===== config.mk =====
export PLATFORM = sky130hd
export DESIGN_NAME = equal_gate_ctrl_flat
export DESIGN_NICKNAME = d
export VERILOG_FILES = /design/src/rtl/equal_gate_ctrl_if.sv /design/src/rtl/equal_gate_ctrl.sv /design/src/flat_wrapper.sv
export SDC_FILE = /design/constraint.sdc
export NUM_CORES = 1
export LEC_CHECK = 0
export BUFFER_PORTS_ARGS = -buffer_cell sky130_fd_sc_hd__buf_4
export CORE_ASPECT_RATIO = 0.8
export CORE_MARGIN = 2
export CORE_UTILIZATION = 35
export DETAILED_ROUTE_END_ITERATION = 6
export HOLD_SLACK_MARGIN = 0.03
export SYNTH_ARGS = -nofsm -noshare
export SYNTH_HDL_FRONTEND = slang
export SYNTH_SLANG_ARGS = --single-unit

===== constraint.sdc =====
create_clock -name clk_i -period 2.57 [get_ports clk_i]
set_input_delay 0.514 -clock clk_i [delete_from_list [all_inputs] [get_ports clk_i]]
set_output_delay 0.514 -clock clk_i [all_outputs]
set_load 0.1 [all_outputs]

===== src/rtl/equal_gate_ctrl_if.sv =====
// Interface bundle for the equal-precision gate controller.
// Carries the measured signal, the start request, the BCD counter controls and the results.
// Optional build macro: GATE_TIMEOUT_EN adds the err signal used by the F_IN watchdog.
interface equal_gate_ctrl_if #(
    parameter int CNT_W = 32
);
    logic             f_in;
    logic             start;
    logic             en;
    logic             clr;
    logic             latch;
    logic             busy;
    logic             done;
    logic [CNT_W-1:0] ref_cnt;
    logic [CNT_W-1:0] sig_cnt;
`ifdef GATE_TIMEOUT_EN
    logic             err;

    modport master (
        output f_in, start,
        input  en, clr, latch, busy, done, ref_cnt, sig_cnt, err
    );

    modport slave (
        input  f_in, start,
        output en, clr, latch, busy, done, ref_cnt, sig_cnt, err
    );
`else
    modport master (
        output f_in, start,
        input  en, clr, latch, busy, done, ref_cnt, sig_cnt
    );

    modport slave (
        input  f_in, start,
        output en, clr, latch, busy, done, ref_cnt, sig_cnt
    );
`endif
endinterface


===== src/rtl/equal_gate_ctrl.sv =====
// Gate-control front end of the equal-precision frequency meter.
// Opens and closes the counting gate on synchronised rising edges of f_in so the gate spans
// an integer number of f_in periods; counts reference cycles and signal edges over that gate.
// Optional build macro: GATE_TIMEOUT_EN adds a watchdog on missing f_in edges and the err output.
//
// state   | meaning
// --------+-----------------------------------------------------------
// S_IDLE  | waiting for start; results and done held
// S_CLEAR | clr high to the BCD counter for CLR_CYCLES cycles
// S_ARM   | waiting for the opening f_in edge
// S_GATE  | en high; counting; closes on first edge after preset time
// S_LATCH | one-cycle latch pulse, results valid
module equal_gate_ctrl #(
    parameter int GATE_CYCLES    = 50_000_000,
    parameter int CLR_CYCLES     = 4,
    parameter int CNT_W          = 32
`ifdef GATE_TIMEOUT_EN
    ,
    parameter int TIMEOUT_CYCLES = 100_000_000
`endif
) (
    input logic              clk_i,
    input logic              rst_n_i,
    equal_gate_ctrl_if.slave bus
);

    typedef enum logic [2:0] {
        S_IDLE,
        S_CLEAR,
        S_ARM,
        S_GATE,
        S_LATCH
    } state_t;

    // One shared down-counter serves both the clear hold and the preset gate time.
    localparam int TMAX = (GATE_CYCLES > CLR_CYCLES) ? GATE_CYCLES : CLR_CYCLES;
    localparam int TW   = $clog2(TMAX + 1);

    state_t           state_q, state_d;
    logic [TW-1:0]    tmr_q, tmr_d;
    logic             tdone_q, tdone_d;
    logic [CNT_W-1:0] ref_q, ref_d;
    logic [CNT_W-1:0] sig_q, sig_d;
    logic             en_q, en_d;
    logic             clr_q, clr_d;
    logic             latch_q, latch_d;
    logic             busy_q, busy_d;
    logic             done_q, done_d;
    logic             s1_q, s2_q, s3_q;
    logic             rise;

`ifdef GATE_TIMEOUT_EN
    localparam int WW = $clog2(TIMEOUT_CYCLES + 1);
    logic [WW-1:0]    wd_q, wd_d;
    logic             err_q, err_d;
`endif

    function automatic logic [CNT_W-1:0] sat_inc(input logic [CNT_W-1:0] v);
        return (v == '1) ? v : v + CNT_W'(1);
    endfunction

    assign rise = s2_q & ~s3_q;

    // Three-stage synchroniser for the asynchronous measured signal; edge detect on the last two.
    always_ff @(posedge clk_i or negedge rst_n_i) begin
        if (!rst_n_i) begin
            s1_q <= 1'b0;
            s2_q <= 1'b0;
            s3_q <= 1'b0;
        end else begin
            s1_q <= bus.f_in;
            s2_q <= s1_q;
            s3_q <= s2_q;
        end
    end

    // Next-state, timer and counter logic; outputs are derived from the next state so they register with it.
    always_comb begin
        state_d = state_q;
        tmr_d   = tmr_q;
        tdone_d = tdone_q;
        ref_d   = ref_q;
        sig_d   = sig_q;
        done_d  = done_q;
`ifdef GATE_TIMEOUT_EN
        wd_d    = WW'(TIMEOUT_CYCLES - 1);
        err_d   = err_q;
`endif
        case (state_q)
            S_IDLE: begin
                if (bus.start) begin
                    state_d = S_CLEAR;
                    tmr_d   = TW'(CLR_CYCLES - 1);
                    done_d  = 1'b0;
                    ref_d   = '0;
                    sig_d   = '0;
`ifdef GATE_TIMEOUT_EN
                    err_d   = 1'b0;
`endif
                end
            end
            S_CLEAR: begin
                if (tmr_q == '0) begin
                    state_d = S_ARM;
                end else begin
                    tmr_d = tmr_q - TW'(1);
                end
            end
            S_ARM: begin
                // The opening edge starts the gate but is not itself a counted period.
                if (rise) begin
                    state_d = S_GATE;
                    tmr_d   = TW'(GATE_CYCLES - 1);
                    tdone_d = 1'b0;
                end
            end
            S_GATE: begin
                ref_d = sat_inc(ref_q);
                if (tmr_q == '0) begin
                    tdone_d = 1'b1;
                end else begin
                    tmr_d = tmr_q - TW'(1);
                end
                // Only an already-registered tdone closes, so an edge coinciding with expiry keeps the gate open.
                if (rise) begin
                    sig_d = sat_inc(sig_q);
                    if (tdone_q) begin
                        state_d = S_LATCH;
                        done_d  = 1'b1;
                    end
                end
            end
            S_LATCH: begin
                state_d = S_IDLE;
            end
            default: begin
                state_d = S_IDLE;
            end
        endcase
`ifdef GATE_TIMEOUT_EN
        // Watchdog restarts on every edge; abandons the measurement without a latch pulse.
        if ((state_q == S_ARM) || (state_q == S_GATE)) begin
            if (rise) begin
                wd_d = WW'(TIMEOUT_CYCLES - 1);
            end else if (wd_q == '0) begin
                state_d = S_IDLE;
                done_d  = 1'b1;
                err_d   = 1'b1;
            end else begin
                wd_d = wd_q - WW'(1);
            end
        end
`endif
        en_d    = (state_d == S_GATE);
        clr_d   = (state_d == S_CLEAR);
        latch_d = (state_d == S_LATCH);
        busy_d  = (state_d != S_IDLE);
    end

    // State, timer, counter and output registers.
    always_ff @(posedge clk_i or negedge rst_n_i) begin
        if (!rst_n_i) begin
            state_q <= S_IDLE;
            tmr_q   <= '0;
            tdone_q <= 1'b0;
            ref_q   <= '0;
            sig_q   <= '0;
            en_q    <= 1'b0;
            clr_q   <= 1'b0;
            latch_q <= 1'b0;
            busy_q  <= 1'b0;
            done_q  <= 1'b0;
`ifdef GATE_TIMEOUT_EN
            wd_q    <= '0;
            err_q   <= 1'b0;
`endif
        end else begin
            state_q <= state_d;
            tmr_q   <= tmr_d;
            tdone_q <= tdone_d;
            ref_q   <= ref_d;
            sig_q   <= sig_d;
            en_q    <= en_d;
            clr_q   <= clr_d;
            latch_q <= latch_d;
            busy_q  <= busy_d;
            done_q  <= done_d;
`ifdef GATE_TIMEOUT_EN
            wd_q    <= wd_d;
            err_q   <= err_d;
`endif
        end
    end

    assign bus.en      = en_q;
    assign bus.clr     = clr_q;
    assign bus.latch   = latch_q;
    assign bus.busy    = busy_q;
    assign bus.done    = done_q;
    assign bus.ref_cnt = ref_q;
    assign bus.sig_cnt = sig_q;
`ifdef GATE_TIMEOUT_EN
    assign bus.err     = err_q;
`endif

endmodule


===== src/flat_wrapper.sv =====
// flat-port wrapper written by rule: the top's interface ports become plain ports
module equal_gate_ctrl_flat 
#(
    parameter int GATE_CYCLES    = 50_000_000,
    parameter int CLR_CYCLES     = 4,
    parameter int CNT_W          = 32

)
  (clk_i, rst_n_i, bus_f_in, bus_start, bus_en, bus_clr, bus_latch, bus_busy, bus_done, bus_ref_cnt, bus_sig_cnt);
  equal_gate_ctrl_if #(.CNT_W(CNT_W)) bus_i ();
  input logic clk_i;
  input logic rst_n_i;
  input wire logic [$bits(bus_i.f_in)-1:0] bus_f_in;
  input wire logic [$bits(bus_i.start)-1:0] bus_start;
  output wire logic [$bits(bus_i.en)-1:0] bus_en;
  output wire logic [$bits(bus_i.clr)-1:0] bus_clr;
  output wire logic [$bits(bus_i.latch)-1:0] bus_latch;
  output wire logic [$bits(bus_i.busy)-1:0] bus_busy;
  output wire logic [$bits(bus_i.done)-1:0] bus_done;
  output wire logic [$bits(bus_i.ref_cnt)-1:0] bus_ref_cnt;
  output wire logic [$bits(bus_i.sig_cnt)-1:0] bus_sig_cnt;
  assign bus_i.f_in = bus_f_in;
  assign bus_i.start = bus_start;
  assign bus_en = bus_i.en;
  assign bus_clr = bus_i.clr;
  assign bus_latch = bus_i.latch;
  assign bus_busy = bus_i.busy;
  assign bus_done = bus_i.done;
  assign bus_ref_cnt = bus_i.ref_cnt;
  assign bus_sig_cnt = bus_i.sig_cnt;
  equal_gate_ctrl #(.GATE_CYCLES(GATE_CYCLES), .CLR_CYCLES(CLR_CYCLES), .CNT_W(CNT_W)) u_core (.clk_i(clk_i), .rst_n_i(rst_n_i), .bus(bus_i));
endmodule

* Word level (Yosys, flattened, before mapping)
Cells that the tools add are included.
** Storage, ports and cells
- Register bits after elaboration :: 102
- Input port bits :: 4
- Output and inout bits :: 69
- Logic and storage cells :: 69
** Cells by class
- $add $sub $neg :: 3
- Eq/ne operators :: 16
- Mux-type cells :: 23
- Bitwise logic cells :: 2
- Reductions and logical operators :: 12
** Operators by type and width (count)
- $mux W32 :: 4
- $pmux W32 S2 :: 2
- $mux W26 :: 3
- $pmux W26 S3 :: 1
- $add A32 B1 Y32 const B :: 2
- $eq A32 B32 Y1 const B :: 2
- $logic_not A26 Y1 :: 1
- $sub A26 B1 Y26 const B :: 1
- $mux W3 :: 5
- $pmux W3 S4 :: 1
- $reduce_and A4 Y1 :: 3
- $eq A3 B2 Y1 const B :: 3
- $ne A2 B1 Y1 const B :: 4
- $ne A2 B2 Y1 const B :: 4
- $eq A3 B1 Y1 const B :: 2
- $reduce_and A3 Y1 :: 2
- $reduce_bool A3 Y1 :: 2
- $mux W1 :: 5
- $pmux W1 S2 :: 2
- $reduce_bool A2 Y1 :: 2
- $eq A3 B3 Y1 const B :: 1
- $logic_not A3 Y1 :: 1
- $reduce_or A2 Y1 :: 1
- $and A1 B1 Y1 :: 1
- $not A1 Y1 :: 1

* Logic depth before layout (Yosys ltp)
Gate-level depths: netlist of run 1.
- Word-level depth :: 5
- Gate-level depth with buffers :: 8
- Mapped depth without buffers :: 7

* Least setup slack after synthesis of run 1
OpenSTA, ideal clock, no wires.
- Path kind :: flip-flop to flip-flop
- From :: register u_core.ref_q[13], in the netlist u_core.bus.ref_cnt[13]
- To :: register u_core.ref_q[31], in the netlist u_core.bus.ref_cnt[31]
- Setup time :: 0.078 ns
- Data arrival time :: 2.789 ns
- Data required time :: 2.492 ns
- Path slack :: -0.297 ns
- Stages on the path, launching flop included :: 6
- Path buffers :: 0
- Cell sequence :: dfrtp_1 nand3_1 nor4_2 nand4_1 or4b_2 a21oi_1
** On the way
- Cells in the longest elaborated chain, start to end :: 3
** Ends and longest elaborated chain
- start: declaration :: RTL line equal_gate_ctrl.sv:42 : logic [CNT_W-1:0] ref_q, ref_d;
- start signal: assignment :: RTL line equal_gate_ctrl.sv:181 : ref_q <= ref_d;
- $add A32 B1 Y32 / $eq A32 B32 Y1 (equally long branches) :: RTL line equal_gate_ctrl.sv:59 : return (v == '1) ? v : v + CNT_W'(1);
- $mux W32 / $ne A2 B2 Y1 (equally long branches)
- $pmux W32 S2 / $reduce_and A3 Y1 (equally long branches)
Several ways; a longest one is shown, not always the timed one. The select of a mux whose other input is x is not followed.
A chain may end at the register's enable or synchronous reset.

* Worst setup path in the final report of run 1
- From :: register u_core.tmr_q[0]
- To :: register u_core.state_q[0]
** On the way
- Cells in the longest elaborated chain, start to end :: 3
** Ends and longest elaborated chain
- start: declaration :: RTL line equal_gate_ctrl.sv:40 : logic [TW-1:0] tmr_q, tmr_d;
- start signal: assignment :: RTL line equal_gate_ctrl.sv:179 : tmr_q <= tmr_d;
- $logic_not A26 Y1 :: RTL line equal_gate_ctrl.sv:103 : if (tmr_q == '0) begin
- $mux W3 :: RTL line equal_gate_ctrl.sv:103
- $pmux W3 S4 :: RTL line equal_gate_ctrl.sv:89 : case (state_q)
- via u_core.state_d[0] :: RTL line equal_gate_ctrl.sv:39 : state_t state_q, state_d;
- end signal: assignment :: RTL line equal_gate_ctrl.sv:178 : state_q <= state_d;
- end: declaration :: RTL line equal_gate_ctrl.sv:39
The timed path passes the listed nets, and every way through them passes these cells.

==> impl_metrics.json, run 1 <==
{
  "synth_seq_cells": 102,
  "r2r_end": "u_core.state_q[0]",
  "drc_errors": 0,
  "leakage_nw": 2.763,
  "start_util_pct": 35.83,
  "finish.utilization_pct": 44.28,
  "portBuffers": 72,
  "yosysUniqueCellTypes": 56,
  "layout-drive-gt1-share_pct": 23.38,
  "synth_seq_area_share_pct": 45.23,
  "final_common_cell": "buf_4",
  "routedWlPerCell_um": 16.82,
  "path_class": "flop to flop",
  "overflow": 0,
  "pwr-share-comb_pct": 9.0,
  "cts_tree": "built",
  "critPathMaxFanout": 23,
  "crit_start": "u_core.tmr_q[0]",
  "syn_area_per_cell_um2": 8.803,
  "hold_class": "input port to asynchronous set/reset pin",
  "maxCapViolations": 0,
  "netlist_instances": 641,
  "grtUsageTotal_pct": 18.75,
  "ant_nets": 0,
  "maxSlewViolCount": 0,
  "dieArea_um2": 17160,
  "layout_common_cells": "buf_4, dfrtp_1, o21ai_0",
  "die_x_um": 146.0,
  "gp_congestion": 0.8765,
  "clock_skew_ns": 0.007686,
  "synth_enable_flop_cells": 0,
  "regToRegSetupSlack_ns": 0.29,
  "synthArstFlopShare_pct": 100.0,
  "synth_area_um2": 5643,
  "seqPwrFrac_pct": 47.3,
  "cp.arrival_ns": 2.52,
  "final_cells": 942,
  "post-place-cells": 926,
  "worst_pin_slew_ns": 0.7464,
  "vias": 5448,
  "ir_drop_v": 0.0003287,
  "hold_ws_ns": 0.1780,
  "critPathLaunchType": "flop",
  "fin_crit_sh_pct": 88.60,
  "synthesis.nets": 649,
  "crit_chain": "inv_1 -> ha_1 -> nor3b_1 -> nand4_1 -> o21ai_2 -> buf_4 -> o21ai_0 -> or2_2",
  "vias_per_cell": 5.783,
  "placement_rows": 41,
  "critPathCapture": "u_core.state_q[0]",
  "htreeDepth": 3,
  "drtPass1Iterations": 5,
  "max-slew-margin-rel_pct": 50.24,
  "nets": 730,
  "antenna_found_initial": 0,
  "p_sw_share_pct": 25.63,
  "numCtsBuffers": 9,
  "first_iter_violations": 396,
  "pwr-share-clk_pct": 43.7,
  "status": "completed",
  "diodes": 0,
  "cts_setup_buffers": 0,
  "power_switching_mw": 0.9054,
  "grt_max_degree": 44,
  "io_pins": 73,
  "hold_violations": 0,
  "clk_latency_ns": 0.36,
  "worst_path_largest_cell_delay_ns": 0.44,
  "reg2reg_from": "u_core.tmr_q[0]",
  "clk_pin_slew_ns": 0.07,
  "timing.fmax_ghz": 0.4392,
  "critPathSlowestCell": "dfrtp_1",
  "clk_path_buf_depth": 2,
  "p_total_mw": 3.532,
  "ys.flop_type": "dfrtp_1",
  "post_cts_resized": 0,
  "grt_pass1_vias": 5099,
  "r2r_cells": 8,
  "grt_pass1_wl_mm": 26.32,
  "rsz0062_at_grt": "false",
  "tns_ns": 0,
  "dp_hpwl_mm": 11.33,
  "area_delta_synth_final_pct": 23.59,
  "required_ns": 2.81,
  "wl_mm": 15.84,
  "clockRootBuffer": "clkbuf_16",
  "period_needed_ns": 2.277,
  "cts_hold_buf": 0,
  "ys_warn_count": 0,
  "setup_viol": 0,
  "clock_sinks": 102,
  "cellPowerDensity_nw_per_um2": 506.5,
  "internal_power_mw": 2.627,
  "crit_path_end_kind": "flop",
  "coreArea_um2": 15750,
  "die_h_um": 117.6
}
## power by group through the flow
stage	registers [mW]	clock network [mW]	logic (mW)
floorplan	1.88	0	0.0363
global placement	1.70	0	0.318
detailed placement	1.70	0	0.321
CTS	1.67	1.58	0.321
global route	1.68	1.65	0.334
finish	1.67	1.54	0.316
## cells by family (layout without fill, tap and decap cells)
family                     Yosys count  count (layout)  share of synthesized area [%]
AOI/OAI and AO/OA                  195             195                          21.20
xor gates and xnor gates             4               4                         0.6210
adders and majority gates            4               4                         0.8870
buffers and inverters               45             131                          3.215
DFF                                102             102                          45.23
muxes                                4               4                         0.7096
and+or+nand+nor                    287             287                          28.14
## worst max-delay path, delay by kind of cell, from the launching register on
family / cells / cell delay (ns)
and+or+nand+nor: 3 / 0.83
DFF: 1 / 0.44
buffers and inverters: 2 / 0.36
AOI/OAI and AO/OA: 2 / 0.36
adders and majority gates: 1 / 0.15
## Yosys cell counts, types with 2 or more instances
master	n	share of area (%)
dfrtp_1	102	45
o21ai_0	60	5.3
a21oi_1	54	4.8
nand2_1	52	3.5
nor2_1	48	3.2
nand3_1	34	3.0
or3_1	30	3.3
clkbuf_1	27	1.8
a31oi_1	20	2.2
or4_1	18	2.4
nand4_1	17	1.9
o31ai_1	16	2.1
and4_1	15	2.3
nor4_1	15	1.7
nor3_1	14	1.2
and3_1	12	1.3
inv_1	10	0.67
a41o_1	7	1.2
o21a_1	7	0.93
and2_1	5	0.55
o31a_1	5	0.78
or2_2	5	0.55
ha_1	4	0.89
mux2i_1	4	0.71
nand2b_1	4	0.44
nand3b_1	4	0.53
o41ai_1	4	0.62
a211oi_1	3	0.40
a31o_2	3	0.47
buf_1	3	0.20
buf_2	3	0.27
nand4b_1	3	0.47
nor3b_1	3	0.40
o211ai_1	3	0.40
o21bai_1	3	0.40
a41oi_1	2	0.31
xnor2_1	2	0.31
xor2_1	2	0.31
## routing by layer
layer,routed length (um),vias to the layer above,global-route usage (%)
met3,1018,11,4.961
met2,7109,149,28.57
li1,-,2610,-
met1,7581,2678,26.47
met4,132,0,4.841
met5,0,-,0
## final cells by class
cell class | count | area [um2]
Sequential cell | 102 | 2599
Multi-Input combinational cell | 494 | 2920
Tap cell | 215 | 269.0
Inverter | 10 | 37.54
Fill cell | 1522 | 8775
Timing Repair Buffer | 105 | 813.3
Clock buffer | 13 | 270.3
Clock inverter | 3 | 65.06
## flip-flops by register name (all words and copies together), names as in the netlist
| register | cells |
|---|---|
| u_core.s1_q | 1 |
| u_core.bus.clr | 1 |
| u_core.tmr_q | 26 |
| u_core.tdone_q | 1 |
| u_core.bus.done | 1 |
| u_core.s2_q | 1 |
| u_core.bus.sig_cnt | 32 |
| u_core.bus.ref_cnt | 32 |
| u_core.bus.busy | 1 |
| u_core.bus.en | 1 |
| u_core.s3_q | 1 |
| u_core.bus.latch | 1 |
| u_core.state_q | 3 |
## worst min path at each step
stage | slack (ns) | from | end
after global placement | 0.34 | u_core.s1_q | u_core.s2_q
after global routing | 0.21 | rst_n_i | u_core.tmr_q[12]
after floorplan | 0.22 | rst_n_i | u_core.bus.busy
final | 0.18 | rst_n_i | u_core.tmr_q[0]
after CTS | 0.20 | rst_n_i | u_core.tmr_q[12]
after detailed placement | 0.36 | u_core.s1_q | u_core.s2_q
## stage by stage
stage          setup WS, ns  cell area, um2
6_report             0.2929            6974
2_1_floorplan      0.007151            5689
3_3_place_gp         0.1475            6639
3_5_place_dp         0.1282            6639
5_1_grt             0.07255            6974
4_1_cts              0.2916            6974
No activity file was read; power rests on OpenSTA's default activity.
==> run 2, diff against run 1 <==
--- a/config.mk
+++ b/config.mk
@@ -11,6 +11,7 @@
 export CORE_UTILIZATION = 35
 export DETAILED_ROUTE_END_ITERATION = 6
 export HOLD_SLACK_MARGIN = 0.03
+export PLACE_DENSITY = 0.61
 export SYNTH_ARGS = -nofsm -noshare
 export SYNTH_HDL_FRONTEND = slang
 export SYNTH_SLANG_ARGS = --single-unit
==> run 2 against run 1 <==
Net effect: critical path depth down 2; clock power down 14%; sequential cell count unchanged; fmax down 6.1%; core utilization about the same.
==> impl_metrics.json, run 2 (synthesis gave the netlist of run 1 again) <==
{
  "overflow": 0,
  "rsz0062_at_grt": "false",
  "first_iter_violations": 363,
  "ir_drop_v": 0.0003053,
  "r2r_cells": 6,
  "coreArea_um2": 15750,
  "grt_max_degree": 41,
  "dp_hpwl_mm": 11.20,
  "layout_common_cells": "buf_4, dfrtp_1, o21ai_0",
  "cp.depth": 6,
  "cts_tree": "built",
  "vias_per_cell": 5.757,
  "hold_class": "input port to asynchronous set/reset pin",
  "wl_mm": 15.41,
  "cts_hold_buf": 0,
  "numCtsBuffers": 9,
  "dpl_cell_area_um2": 6669,
  "maxSlewViolCount": 0,
  "period_needed_ns": 2.426,
  "die_h_um": 117.6,
  "r2r_end": "u_core.bus.sig_cnt[17]",
  "portBuffers": 72,
  "leakage_nw": 2.768,
  "hold_violations": 0,
  "final_common_cell": "buf_4",
  "cp.arrival_ns": 2.70,
  "maxCapViolations": 0,
  "clk_pin_slew_ns": 0.07,
  "grt_pass1_vias": 5061,
  "vias": 5458,
  "critPathCapture": "u_core.bus.sig_cnt[17]",
  "regToRegSetupSlack_ns": 0.14,
  "dieArea_um2": 17160,
  "cellPowerDensity_nw_per_um2": 473.6,
  "ant_nets": 0,
  "start_util_pct": 35.83,
  "clock_sinks": 102,
  "die_x_um": 146.0,
  "grt_pass1_wl_mm": 26.13,
  "htreeDepth": 3,
  "max-slew-margin-rel_pct": 50.29,
  "area_delta_synth_final_pct": 23.68,
  "nets": 736,
  "critPathSlowestCell": "or4_1",
  "path_class": "flop to flop",
  "clk_path_buf_depth": 2,
  "gp_congestion": 0.8775,
  "drc_errors": 0,
  "worst_path_largest_cell_delay_ns": 0.50,
  "crit_path_end_kind": "flop",
  "design_area_um2": 6979,
  "io_pins": 73,
  "status": "completed",
  "antenna_found_initial": 0,
  "fin_crit_sh_pct": 94.41,
  "timing.fmax_ghz": 0.4122,
  "crit_buf_inv": 1,
  "grtUsageTotal_pct": 18.36,
  "drtPass1Iterations": 4,
  "layout-drive-gt1-share_pct": 24.42,
  "clk_latency_ns": 0.35,
  "reg2reg_from": "u_core.state_q[1]",
  "crit_start": "u_core.state_q[1]",
  "critPathMaxFanout": 11,
  "tns_ns": 0,
  "required_ns": 2.84,
  "critPathLaunchType": "flop",
  "placement_rows": 41,
  "routedWlPerCell_um": 16.26,
  "diodes": 0,
  "crit_chain": "buf_4 -> or3b_1 -> a21o_1 -> or3_1 -> or4_1 -> a21oi_1",
  "path_delay_family": "simple AND/OR/NAND/NOR gates",
  "setup_viol": 0,
  "clockRootBuffer": "clkbuf_16",
  "clock_skew_ns": 0.009509,
  "worst_pin_slew_ns": 0.7412
}
==> run 2: timing repair <==
| action | 4_1_cts | 5_1_grt |
|---|---|---|
| gates resized for setup | 0 | 2 |
| setup buffers | 0 | 2 |
| setup endpoints to repair | 0 | 10 |
==> run 2: how the worst min path moves through the flow <==
stage	start	end	slack, ns	cells past startpoint
detailed placement	u_core.s1_q	u_core.s2_q	0.36	0
CTS	rst_n_i	u_core.bus.ref_cnt[28]	0.16	1
global placement	u_core.s1_q	u_core.s2_q	0.35	0
global route	rst_n_i	u_core.bus.sig_cnt[21]	0.18	1
finish	rst_n_i	u_core.bus.ref_cnt[18]	0.15	1
floorplan	rst_n_i	u_core.bus.busy	0.22	0
==> run 2: metal layers <==
layer	up-vias	global-route usage, %	part of all wire (%)
met1	2654	26.87	48
li1	2630	-	-
met3	19	4.341	6.2
met2	155	27.18	44
met5	-	0	0
met4	0	4.841	1.5
==> run 2: cell type report <==
| cell class | count | area [um2] |
|---|---|---|
| Clock buffer | 11 | 252.7 |
| Clock inverter | 5 | 32.53 |
| Fill cell | 1513 | 8770 |
| Inverter | 10 | 37.54 |
| Multi-Input combinational cell | 494 | 2930 |
| Sequential cell | 102 | 2599 |
| Tap cell | 215 | 269.0 |
| Timing Repair Buffer | 111 | 858.3 |
==> run 2: report_power, final <==
part	internal, mW	switching [mW]	leakage (nW)	total, mW
clock	0.710	0.608	0.146	1.32
combinational	0.0609	0.256	1.40	0.317
sequential	1.63	0.0370	1.22	1.67
total	2.41	0.900	2.77	3.31
==> run 2: worst register-to-register path, cell delays in order, from the launching register on <==
cell     delay [ns]
dfrtp_1        0.39
buf_4          0.17
or3b_1         0.44
a21o_1         0.20
or3_1          0.48
or4_1          0.50
a21oi_1        0.17
==> run 2: per-stage QoR <==
step                      hold WS (ns)  instances  power (mW)  worst slack [ns]  utilization [%]
after floorplan                 0.2184        641       1.913          0.007151                -
after global placement          0.3538        930       2.019           0.03610            42.35
after detailed placement        0.3604        930       2.023           0.02776            42.35
after CTS                       0.1553        946       3.357           0.03966            44.16
after global routing            0.1752        948       3.437           0.02266            44.32
final                           0.1468        948       3.306            0.1438            44.32
==> run 3, diff against run 2 <==
--- a/config.mk
+++ b/config.mk
@@ -8,10 +8,10 @@
 export BUFFER_PORTS_ARGS = -buffer_cell sky130_fd_sc_hd__buf_4
 export CORE_ASPECT_RATIO = 0.8
 export CORE_MARGIN = 2
-export CORE_UTILIZATION = 35
+export CORE_UTILIZATION = 58
 export DETAILED_ROUTE_END_ITERATION = 6
 export HOLD_SLACK_MARGIN = 0.03
-export PLACE_DENSITY = 0.61
+export PLACE_DENSITY_LB_ADDON = 0.25
 export SYNTH_ARGS = -nofsm -noshare
 export SYNTH_HDL_FRONTEND = slang
 export SYNTH_SLANG_ARGS = --single-unit
==> run 3 against run 2 <==
Net effect: global-route usage increased by 12 points; core utilization increased by 27 points; worst setup slack improved by 0.10 ns; sequential power about the same; final cell count decreased by 11%; register-to-register slack improved by 0.10 ns; critical path depth decreased by 1; via count increased by 3.5%; wire length decreased by 0.49%; critical path type unchanged; critical endpoint is now u_core.bus.sig_cnt[15]; largest cell class unchanged.
==> impl_metrics.json, run 3 (synthesis gave the netlist of run 1 again) <==
{
  "status": "completed",
  "cp.arrival_ns": 2.60,
  "path_class": "flop to flop",
  "timing.fmax_ghz": 0.4303,
  "tns_ns": 0,
  "worst_path_largest_cell_delay_ns": 0.51,
  "wl_met2_mm": 7.134,
  "clockRootBuffer": "clkbuf_16",
  "drt-met1-wl_mm": 6.711,
  "setup_viol": 0,
  "vias": 5647,
  "leakage_nw": 2.722,
  "cts_hold_buf": 0,
  "critPathLaunchType": "flop",
  "first_iter_violations": 619,
  "placement_rows": 32,
  "layout_common_cells": "buf_4, dfrtp_1, o21ai_0",
  "maxUsedRoutingLayer": "met4",
  "final_common_cell": "buf_4",
  "cts_tree": "built",
  "regToRegSetupSlack_ns": 0.25,
  "start_util_pct": 58.97,
  "hold_class": "input port to asynchronous set/reset pin",
  "clk_latency_ns": 0.35,
  "drc_errors": 0,
  "crit_chain": "or3b_1 -> a21o_1 -> or3_1 -> or4_1 -> a21oi_1",
  "clock_skew_ns": 0.009036,
  "grt_pass1_vias": 5205,
  "crit_buf_inv": 0,
  "maxCapViolations": 0,
  "vias_per_cell": 6.707,
  "io_pins": 73,
  "rsz0062_at_grt": "false",
  "maxSlewViolCount": 0,
  "area_delta_synth_final_pct": 20.38,
  "hold_violations": 0,
  "period_needed_ns": 2.324,
  "required_ns": 2.85,
  "htreeDepth": 3,
  "clk_pin_slew_ns": 0.07,
  "fin_crit_sh_pct": 90.43,
  "wl_mm": 15.34,
  "cellPowerDensity_nw_per_um2": 494.0,
  "clock_sinks": 102,
  "routedWlPerCell_um": 18.21,
  "worst_pin_slew_ns": 0.6782,
  "clk_path_buf_depth": 2,
  "antenna_found_initial": 0,
  "die_h_um": 92.22,
  "grt_max_degree": 52,
  "dp_hpwl_mm": 10.57,
  "gp_congestion": 0.8888,
  "ant_nets": 0,
  "crit_path_end_kind": "flop",
  "path_delay_family": "simple AND/OR/NAND/NOR gates",
  "grt_pass1_wl_mm": 25.59,
  "critPathSlowestCell": "or3b_1",
  "hold_ws_ns": 0.2084,
  "max-slew-margin-rel_pct": 54.79,
  "layout-drive-gt1-share_pct": 23.10,
  "dieArea_um2": 10540,
  "drtPass1Iterations": 5,
  "nets": 726,
  "ir_drop_v": 0.0005171,
  "diodes": 0,
  "portBuffers": 72,
  "die_x_um": 114.3,
  "overflow": 0,
  "dr_wl_met3_mm": 1.253,
  "coreArea_um2": 9569,
  "numCtsBuffers": 9,
  "critPathMaxFanout": 7,
  "grtUsageTotal_pct": 30.31
}
[run 3: cell count changes in the layout (fill, tap and decap cells not counted), sizes merged]
| cell | before | now |
|---|---|---|
| buf | 111 | 101 |
| bufinv | 0 | 1 |
| clkbuf | 11 | 10 |
| clkinvlp | 0 | 1 |
| clkinv | 4 | 3 |
[run 3: routing by layer]
layer	vias up	track usage (%)
li1	2598	-
met1	2747	43.26
met2	278	46.73
met3	24	6.742
met4	0	8.435
met5	-	0
[run 3: power by group]
| part | internal, mW | total (mW) | switching (mW) |
|---|---|---|---|
| logic | 0.0608 | 0.315 | 0.255 |
| clock network | 0.754 | 1.37 | 0.612 |
| registers | 1.63 | 1.67 | 0.0395 |
[run 3: timing repair]
item,4_1_cts,5_1_grt
gates resized for setup,0,1
setup buffers,0,0
endpoints found under the setup margin,0,1
[run 3: area by class of cell]
| type | instances | area [um2] |
|---|---|---|
| sequential | 102 | 2599 |
| tap | 119 | 148.9 |
| clock inverter | 6 | 61.31 |
| clock buffer | 10 | 229.0 |
| multi-input combinational | 494 | 2922 |
| timing repair buffer | 101 | 795.8 |
| inverter | 10 | 37.54 |
| fill | 749 | 2776 |
[run 3: path summary, 6_finish.rpt]
path	start	endpoint	cells past startpoint
worst max-delay path	u_core.state_q[1]	u_core.bus.sig_cnt[15]	5
worst min-delay path	rst_n_i	u_core.bus.en	1
worst max register to register	u_core.state_q[1]	u_core.bus.sig_cnt[15]	5
worst min register to register	u_core.s1_q	u_core.s2_q	0
max in group asynchronous	rst_n_i	u_core.bus.ref_cnt[15]	2
min in group clk_i	bus_f_in	u_core.s1_q	1
[run 3: through the flow]
stage	utilization (%)	worst slack, ns	cell area (um2)	power [mW]	instances
detailed placement	67.94	0.05071	6501	2.022	826
CTS	70.97	0.2566	6792	3.373	842
global placement	67.94	0.1023	6501	2.014	826
floorplan	-	0.007151	5689	1.913	641
finish	70.99	0.2459	6793	3.356	842
global route	70.99	0.09895	6793	3.462	842
